==> src/rtl/bus_master_pkg.sv <==
// Shared register-bus definitions: field layout of bus_in/bus_out and master FSM encoding.
package bus_master_pkg;

    localparam int unsigned BUS_ADDR_WIDTH = 16;
    localparam int unsigned BUS_DATA_WIDTH = 32;

    // bus_in layout (LSB first): clk, reset_l, addr, wr_data, rd_req, wr_req
    localparam int unsigned BUS_FIELD_CLK     = 0;
    localparam int unsigned BUS_FIELD_RESET_L = 1;
    localparam int unsigned BUS_FIELD_ADDR    = 2;
    localparam int unsigned BUS_FIELD_WR_DATA = BUS_FIELD_ADDR + BUS_ADDR_WIDTH;
    localparam int unsigned BUS_FIELD_RD_REQ  = BUS_FIELD_WR_DATA + BUS_DATA_WIDTH;
    localparam int unsigned BUS_FIELD_WR_REQ  = BUS_FIELD_RD_REQ + 1;
    localparam int unsigned BUS_IN_WIDTH      = BUS_FIELD_WR_REQ + 1;

    // bus_out layout (LSB first): rd_data, rd_ack, wr_ack, irq
    localparam int unsigned BUS_FIELD_RD_DATA = 0;
    localparam int unsigned BUS_FIELD_RD_ACK  = BUS_DATA_WIDTH;
    localparam int unsigned BUS_FIELD_WR_ACK  = BUS_FIELD_RD_ACK + 1;
    localparam int unsigned BUS_FIELD_IRQ     = BUS_FIELD_WR_ACK + 1;
    localparam int unsigned BUS_OUT_WIDTH     = BUS_FIELD_IRQ + 1;

    typedef enum logic [1:0] {
        BM_IDLE   = 2'd0,
        BM_STROBE = 2'd1,
        BM_WAIT   = 2'd2,
        BM_RESP   = 2'd3
    } bm_state_e;

    // Assemble the bus_in vector in field order.
    function automatic logic [BUS_IN_WIDTH-1:0] pack_bus_in(
        input logic                      clk,
        input logic                      reset_l,
        input logic [BUS_ADDR_WIDTH-1:0] addr,
        input logic [BUS_DATA_WIDTH-1:0] wr_data,
        input logic                      rd_req,
        input logic                      wr_req
    );
        return {wr_req, rd_req, wr_data, addr, reset_l, clk};
    endfunction

endpackage

==> src/rtl/bus_master_if.sv <==
// Command/response handshake plus register-bus vectors seen by the bus master.
interface bus_master_if;
    import bus_master_pkg::*;

    logic [BUS_IN_WIDTH-1:0]   bus_in;
    logic [BUS_OUT_WIDTH-1:0]  bus_out;
    logic                      cmd_valid;
    logic                      cmd_ready;
    logic                      cmd_wr;
    logic [BUS_ADDR_WIDTH-1:0] cmd_addr;
    logic [BUS_DATA_WIDTH-1:0] cmd_wdata;
    logic                      rsp_valid;
    logic                      rsp_ready;
    logic [BUS_DATA_WIDTH-1:0] rsp_rdata;
    logic                      rsp_err;
    logic                      irq;

    modport master (
        output bus_in, cmd_ready, rsp_valid, rsp_rdata, rsp_err, irq,
        input  bus_out, cmd_valid, cmd_wr, cmd_addr, cmd_wdata, rsp_ready
    );

    modport slave (
        input  bus_in, cmd_ready, rsp_valid, rsp_rdata, rsp_err, irq,
        output bus_out, cmd_valid, cmd_wr, cmd_addr, cmd_wdata, rsp_ready
    );

endinterface

==> src/rtl/bus_master.sv <==
// Register-bus initiator: one outstanding command, single-cycle strobe, ack wait with
// timeout, held response, registered slave irq.
module bus_master
    import bus_master_pkg::*;
#(
    parameter int unsigned               TIMEOUT  = 16,
    parameter logic [BUS_DATA_WIDTH-1:0] ERR_DATA = 32'hDEADBEEF
) (
    input logic          i_bus_clk,
    input logic          i_bus_reset_l,
    bus_master_if.master if_bus
);

    bm_state_e                 r_state, w_state_next;
    logic                      r_run;
    logic                      r_wr, w_wr_next;
    logic [BUS_ADDR_WIDTH-1:0] r_addr, w_addr_next;
    logic [BUS_DATA_WIDTH-1:0] r_wdata, w_wdata_next;
    logic [7:0]                r_cnt, w_cnt_next;
    logic [BUS_DATA_WIDTH-1:0] r_rdata, w_rdata_next;
    logic                      r_err, w_err_next;
    logic                      r_irq;

    logic                      w_cmd_ready;
    logic                      w_ack;
    logic                      w_expired;
    logic                      w_drive;
    logic                      w_strobe;
    logic [BUS_DATA_WIDTH-1:0] w_bus_rdata;

    // r_run keeps cmd_ready low while reset is held and until the first edge after release.
    assign w_cmd_ready = r_run && (r_state == BM_IDLE);
    assign w_bus_rdata = if_bus.bus_out[BUS_FIELD_RD_DATA +: BUS_DATA_WIDTH];
    assign w_ack       = r_wr ? if_bus.bus_out[BUS_FIELD_WR_ACK] : if_bus.bus_out[BUS_FIELD_RD_ACK];
    assign w_expired   = (r_cnt == 8'(TIMEOUT - 1));
    assign w_drive     = (r_state == BM_STROBE) || (r_state == BM_WAIT);
    assign w_strobe    = (r_state == BM_STROBE);

    // State and datapath registers.
    always_ff @(posedge i_bus_clk or negedge i_bus_reset_l) begin
        if (!i_bus_reset_l) begin
            r_state <= BM_IDLE;
            r_run   <= 1'b0;
            r_wr    <= 1'b0;
            r_addr  <= '0;
            r_wdata <= '0;
            r_cnt   <= '0;
            r_rdata <= '0;
            r_err   <= 1'b0;
            r_irq   <= 1'b0;
        end else begin
            r_state <= w_state_next;
            r_run   <= 1'b1;
            r_wr    <= w_wr_next;
            r_addr  <= w_addr_next;
            r_wdata <= w_wdata_next;
            r_cnt   <= w_cnt_next;
            r_rdata <= w_rdata_next;
            r_err   <= w_err_next;
            r_irq   <= if_bus.bus_out[BUS_FIELD_IRQ];
        end
    end

    // Next-state logic: accept, strobe, wait for matching ack or timeout, hold response.
    always_comb begin
        w_state_next = r_state;
        w_wr_next    = r_wr;
        w_addr_next  = r_addr;
        w_wdata_next = r_wdata;
        w_cnt_next   = r_cnt;
        w_rdata_next = r_rdata;
        w_err_next   = r_err;
        unique case (r_state)
            BM_IDLE: begin
                if (w_cmd_ready && if_bus.cmd_valid) begin
                    w_wr_next    = if_bus.cmd_wr;
                    w_addr_next  = if_bus.cmd_addr;
                    w_wdata_next = if_bus.cmd_wdata;
                    w_state_next = BM_STROBE;
                end
            end
            BM_STROBE: begin
                w_cnt_next   = '0;
                w_state_next = BM_WAIT;
            end
            BM_WAIT: begin
                // An ack on the expiry cycle is checked first, so it counts as success.
                if (w_ack) begin
                    w_rdata_next = r_wr ? '0 : w_bus_rdata;
                    w_err_next   = 1'b0;
                    w_state_next = BM_RESP;
                end else if (w_expired) begin
                    w_rdata_next = r_wr ? '0 : ERR_DATA;
                    w_err_next   = 1'b1;
                    w_state_next = BM_RESP;
                end else begin
                    w_cnt_next = r_cnt + 8'd1;
                end
            end
            BM_RESP: begin
                if (if_bus.rsp_ready) begin
                    w_state_next = BM_IDLE;
                end
            end
            default: w_state_next = BM_IDLE;
        endcase
    end

    // Outputs: addr/wr_data only driven during STROBE/WAIT, strobes only in STROBE.
    always_comb begin
        if_bus.cmd_ready = w_cmd_ready;
        if_bus.rsp_valid = (r_state == BM_RESP);
        if_bus.rsp_rdata = r_rdata;
        if_bus.rsp_err   = r_err;
        if_bus.irq       = r_irq;
        if_bus.bus_in    = pack_bus_in(i_bus_clk, i_bus_reset_l,
                                       w_drive ? r_addr : '0,
                                       w_drive ? r_wdata : '0,
                                       w_strobe && !r_wr,
                                       w_strobe && r_wr);
    end

endmodule

==> src/flat_wrapper.sv <==
// flat-port wrapper written by rule: the top's interface ports become plain ports
module bus_master_flat import bus_master_pkg::*;
#(
    parameter int unsigned               TIMEOUT  = 16,
    parameter logic [BUS_DATA_WIDTH-1:0] ERR_DATA = 32'hDEADBEEF
)
  (i_bus_clk, i_bus_reset_l, if_bus_bus_in, if_bus_cmd_ready, if_bus_rsp_valid, if_bus_rsp_rdata, if_bus_rsp_err, if_bus_irq, if_bus_bus_out, if_bus_cmd_valid, if_bus_cmd_wr, if_bus_cmd_addr, if_bus_cmd_wdata, if_bus_rsp_ready);
  bus_master_if if_bus_i ();
  input logic i_bus_clk;
  input logic i_bus_reset_l;
  output wire logic [$bits(if_bus_i.bus_in)-1:0] if_bus_bus_in;
  output wire logic [$bits(if_bus_i.cmd_ready)-1:0] if_bus_cmd_ready;
  output wire logic [$bits(if_bus_i.rsp_valid)-1:0] if_bus_rsp_valid;
  output wire logic [$bits(if_bus_i.rsp_rdata)-1:0] if_bus_rsp_rdata;
  output wire logic [$bits(if_bus_i.rsp_err)-1:0] if_bus_rsp_err;
  output wire logic [$bits(if_bus_i.irq)-1:0] if_bus_irq;
  input wire logic [$bits(if_bus_i.bus_out)-1:0] if_bus_bus_out;
  input wire logic [$bits(if_bus_i.cmd_valid)-1:0] if_bus_cmd_valid;
  input wire logic [$bits(if_bus_i.cmd_wr)-1:0] if_bus_cmd_wr;
  input wire logic [$bits(if_bus_i.cmd_addr)-1:0] if_bus_cmd_addr;
  input wire logic [$bits(if_bus_i.cmd_wdata)-1:0] if_bus_cmd_wdata;
  input wire logic [$bits(if_bus_i.rsp_ready)-1:0] if_bus_rsp_ready;
  assign if_bus_bus_in = if_bus_i.bus_in;
  assign if_bus_cmd_ready = if_bus_i.cmd_ready;
  assign if_bus_rsp_valid = if_bus_i.rsp_valid;
  assign if_bus_rsp_rdata = if_bus_i.rsp_rdata;
  assign if_bus_rsp_err = if_bus_i.rsp_err;
  assign if_bus_irq = if_bus_i.irq;
  assign if_bus_i.bus_out = if_bus_bus_out;
  assign if_bus_i.cmd_valid = if_bus_cmd_valid;
  assign if_bus_i.cmd_wr = if_bus_cmd_wr;
  assign if_bus_i.cmd_addr = if_bus_cmd_addr;
  assign if_bus_i.cmd_wdata = if_bus_cmd_wdata;
  assign if_bus_i.rsp_ready = if_bus_rsp_ready;
  bus_master #(.TIMEOUT(TIMEOUT), .ERR_DATA(ERR_DATA)) u_core (.i_bus_clk(i_bus_clk), .i_bus_reset_l(i_bus_reset_l), .if_bus(if_bus_i));
endmodule
==> config.mk <==
export PLATFORM = sky130hd
export DESIGN_NAME = bus_master_flat
export DESIGN_NICKNAME = d
export VERILOG_FILES = /design/src/rtl/bus_master_pkg.sv /design/src/rtl/bus_master_if.sv /design/src/rtl/bus_master.sv /design/src/flat_wrapper.sv
export SDC_FILE = /design/constraint.sdc
export NUM_CORES = 1
export LEC_CHECK = 0
export CAP_MARGIN = 0
export CORE_MARGIN = 8
export CORE_UTILIZATION = 23
export CTS_CLUSTER_SIZE = 28
export DETAILED_ROUTE_END_ITERATION = 8
export DONT_BUFFER_PORTS = 1
export SYNTH_ARGS = -nofsm -noshare
export SYNTH_HDL_FRONTEND = slang
export SYNTH_SLANG_ARGS = --single-unit
==> constraint.sdc <==
create_clock -name i_bus_clk -period 2.6 [get_ports i_bus_clk]
set_input_delay 0.26 -clock i_bus_clk [delete_from_list [all_inputs] [get_ports i_bus_clk]]
set_output_delay 0.26 -clock i_bus_clk [all_outputs]
set_load 0.005 [all_outputs]
==> results.md <==
- Slowest library cell on the worst path: buf_4
- Worst Path Arrival: approximately 1.8 ns
- Area Growth Syn to Fin: 13.4%
- Synthesized flop and latch total: 94
- Core Region: about 19000 um2
- Critical path endpoint category: output port
- Postcts setup bufs: 0
- MaxCap Viol Count: 0
- Peak VDD IR: 0.000494 V
- Period utilization: about four fifths
- Std cell rows: 50
- Yosys warns: 0
- Initial antenna violation count: 3
- Status: finished clean
- Number of gates resized after CTS: 0
- Max Freq: 486 MHz
- Critical path's largest stage delay: around 0.4 ns
- Setup-failing EPs final: 0
- Post-synthesis sequential area ratio: 54.1%
- Synth Instances: 369
- Setup TNS: 0 ns
- Final worst path period need: between 2 and 2.5 ns
- DRC Markers: 0
- Pre-CTS setup slack: ~0.64 ns
- Largest net degree at the start of global routing: 95
- WL/cell: roughly 19 um
- Via count: 2743
- Initial core utilization: 23.3%
- PD cells: ~1200 nW/um2
- Via density: ~4.6
- Crit path launch type: register
- First-pass GRT wire length: between 15000 and 20000 um
- H-tree levels: 3
- ANT cells: 0
- Async set-reset flop share out of synthesis: 100%
- Post-Syn Area per Cell: around 12 um2
- Clk slew on worst S/H paths: 0.07 ns
- WS Path Type: register to output port
- Grt ovf: 0
- Share of cells above drive strength 1: around 27%
- Root Buffer: clkbuf_16
- Syn Nets: approximately 460
- HP Class: primary input to register
- Num CTS Buffers: 9
- DRT iter0 DRCs: around 130
- Drt pass-1 iters: 4
- Worst Path Required: 2.34 ns
- Vias in the first global route: around 3000
- Post-synth top flop: dfrtp_1
- Final worst setup slack: about 0.54 ns
- Antenna violation net count after detailed routing: 0
- Static leakage: 2.18 nW
- GRT Util Overall: 9.70%
- Final hold vios: 0
- Clock Sinks: 94
- Worst-Skew Late Latency: approximately 0.34 ns
- Slew margin rel.: 63.4%
- Nets@finish: 456
- Layout Skew: 0.00684 ns
- Max clock buf depth: 2
- Synthesized area: 4350 um2
- Cell breakdown of the critical path: inv_1 -> ha_1 -> buf_4 -> and2_1
- Cell variety after synth: 34
- Die Wd: approximately 150 um
- Worst-Margin Slew: 0.547 ns
- Unrepaired setup endpoints after global routing: no
- DP Wirelength: around 8000 um
- Slew Viols, Final: 0
- CTS tree: done
- Ports: approximately 180
- Die Ht: 154 um
- Final wirelength: roughly 11000 um
- # port buffers: 0
- Final GP Congestion: between 0.8 and 0.9
- Crit Path Max Fanout: 52
- Post-synth EDFFs: 0
- Die Area: ~24000 um2
-- Yosys cell counts, types with 2 or more instances --
library cell	n	area [um2]
a21oi_1	27	135
inv_1	34	128
a31oi_1	5	31.3
nor2b_1	5	31.3
and2_1	50	313
o21ai_0	8	40.0
nand2b_1	2	12.5
a22o_1	2	17.5
nand3_1	9	45.0
nor2_1	2	7.51
ha_1	5	62.6
mux2_2	76	856
buf_6	4	45.0
nand2_1	7	26.3
buf_2	3	15.0
buf_4	2	15.0
clkbuf_1	15	56.3
and4_1	2	17.5
and3_1	3	18.8
dfrtp_1	94	2350
-- critical path: cells and delay by family (launching register included) --
kind / cells / cell delay (ns)
DFF: 1 / 0.39
and+or+nand+nor: 1 / 0.25
buffers and inverters: 2 / 0.48
adders and majority gates: 1 / 0.30
-- cell usage in the layout (no fill, tap or decap), types with 6 or more instances in the layout --
cell / synthesis / routed
a21oi_1: 27 / 27
dfrtp_1: 94 / 94
o21ai_0: 8 / 8
mux2_2: 76 / 76
inv_1: 34 / 34
nand2_1: 7 / 6
clkbuf_16: 0 / 9
and2_1: 50 / 50
nand3_1: 9 / 9
-- logic make-up after synthesis --
kind of cell / Yosys count / share of synthesized area, %
DFF: 94 / 54.1
AOI/OAI and AO/OA: 49 / 6.70
muxes: 77 / 19.9
other: 1 / 0.0862
buffers and inverters: 59 / 6.04
and+or+nand+nor: 84 / 11.7
adders and majority gates: 5 / 1.44
-- cell type report --
cell class                      instances  area, um2
Sequential cell                        94       2350
Fill cell                            1924      13700
Clock inverter                          4       55.1
Tap cell                              234        293
Clock buffer                           12        256
Timing Repair Buffer                    8        110
Multi-Input combinational cell        216       1740
Inverter                               34        128
-- path summary, 6_finish.rpt --
kind / slack (ns) / depth (start not counted) / end / start
min in group asynchronous: 0.48 / 2 / u_core.if_bus.rsp_rdata[14] / i_bus_reset_l
hold / removal: 0.06 / 2 / u_core.if_bus.rsp_rdata[17] / if_bus_bus_out[17]
hold reg to reg: 0.50 / 1 / u_core.r_wdata[4] / u_core.r_wdata[4]
setup / recovery: 0.54 / 4 / if_bus_bus_in[12] / u_core.r_state[0]
setup reg to reg: 0.64 / 7 / u_core.r_cnt[7] / u_core.r_state[0]
max in group asynchronous: 1.65 / 2 / u_core.r_wdata[9] / i_bus_reset_l
-- power breakdown --
group / leakage, nW / internal (mW) / switching (mW)
logic: 0.881 / 1.08 / 1.17
registers: 1.15 / 2.13 / 0.419
clock network: 0.149 / 0.802 / 0.560
-- per-layer routing --
| metal | part of all wire (%) | GRT usage, % |
|---|---|---|
| met1 | 40 | 10.6 |
| met3 | 15 | 6.50 |
| met2 | 43 | 14.4 |
| met5 | 0.23 | 0 |
| met4 | 2.0 | 4.34 |
-- metrics by stage --
| stage | utilization (%) | hold WS (ns) | std cells | power [mW] | area [um2] |
|---|---|---|---|---|---|
| floorplan | - | -0.0356 | 369 | 4.27 | 4350 |
| global placement | 24.5 | -0.0324 | 583 | 4.74 | 4570 |
| detailed placement | 24.5 | -0.0325 | 583 | 4.86 | 4570 |
| CTS | 26.4 | 0.0398 | 602 | 6.33 | 4930 |
| global route | 26.4 | 0.0400 | 602 | 6.64 | 4930 |
| finish | 26.4 | 0.0633 | 602 | 6.16 | 4930 |
-- registers in the layout (all words and copies together), names as in the netlist --
signal                   cells
u_core.r_cnt                 8
u_core.if_bus.rsp_err        1
u_core.r_addr               16
u_core.r_wdata              32
u_core.r_wr                  1
u_core.if_bus.rsp_rdata     32
u_core.r_run                 1
u_core.r_state               2
u_core.if_bus.irq            1
-- repair_timing --
item | CTS | global route
endpoints found under the setup margin | 0 | 0
hold buffers | 3 | 0
endpoints found under the hold margin | 95 | 0
Note: power is estimated with default switching activity, not from simulation.
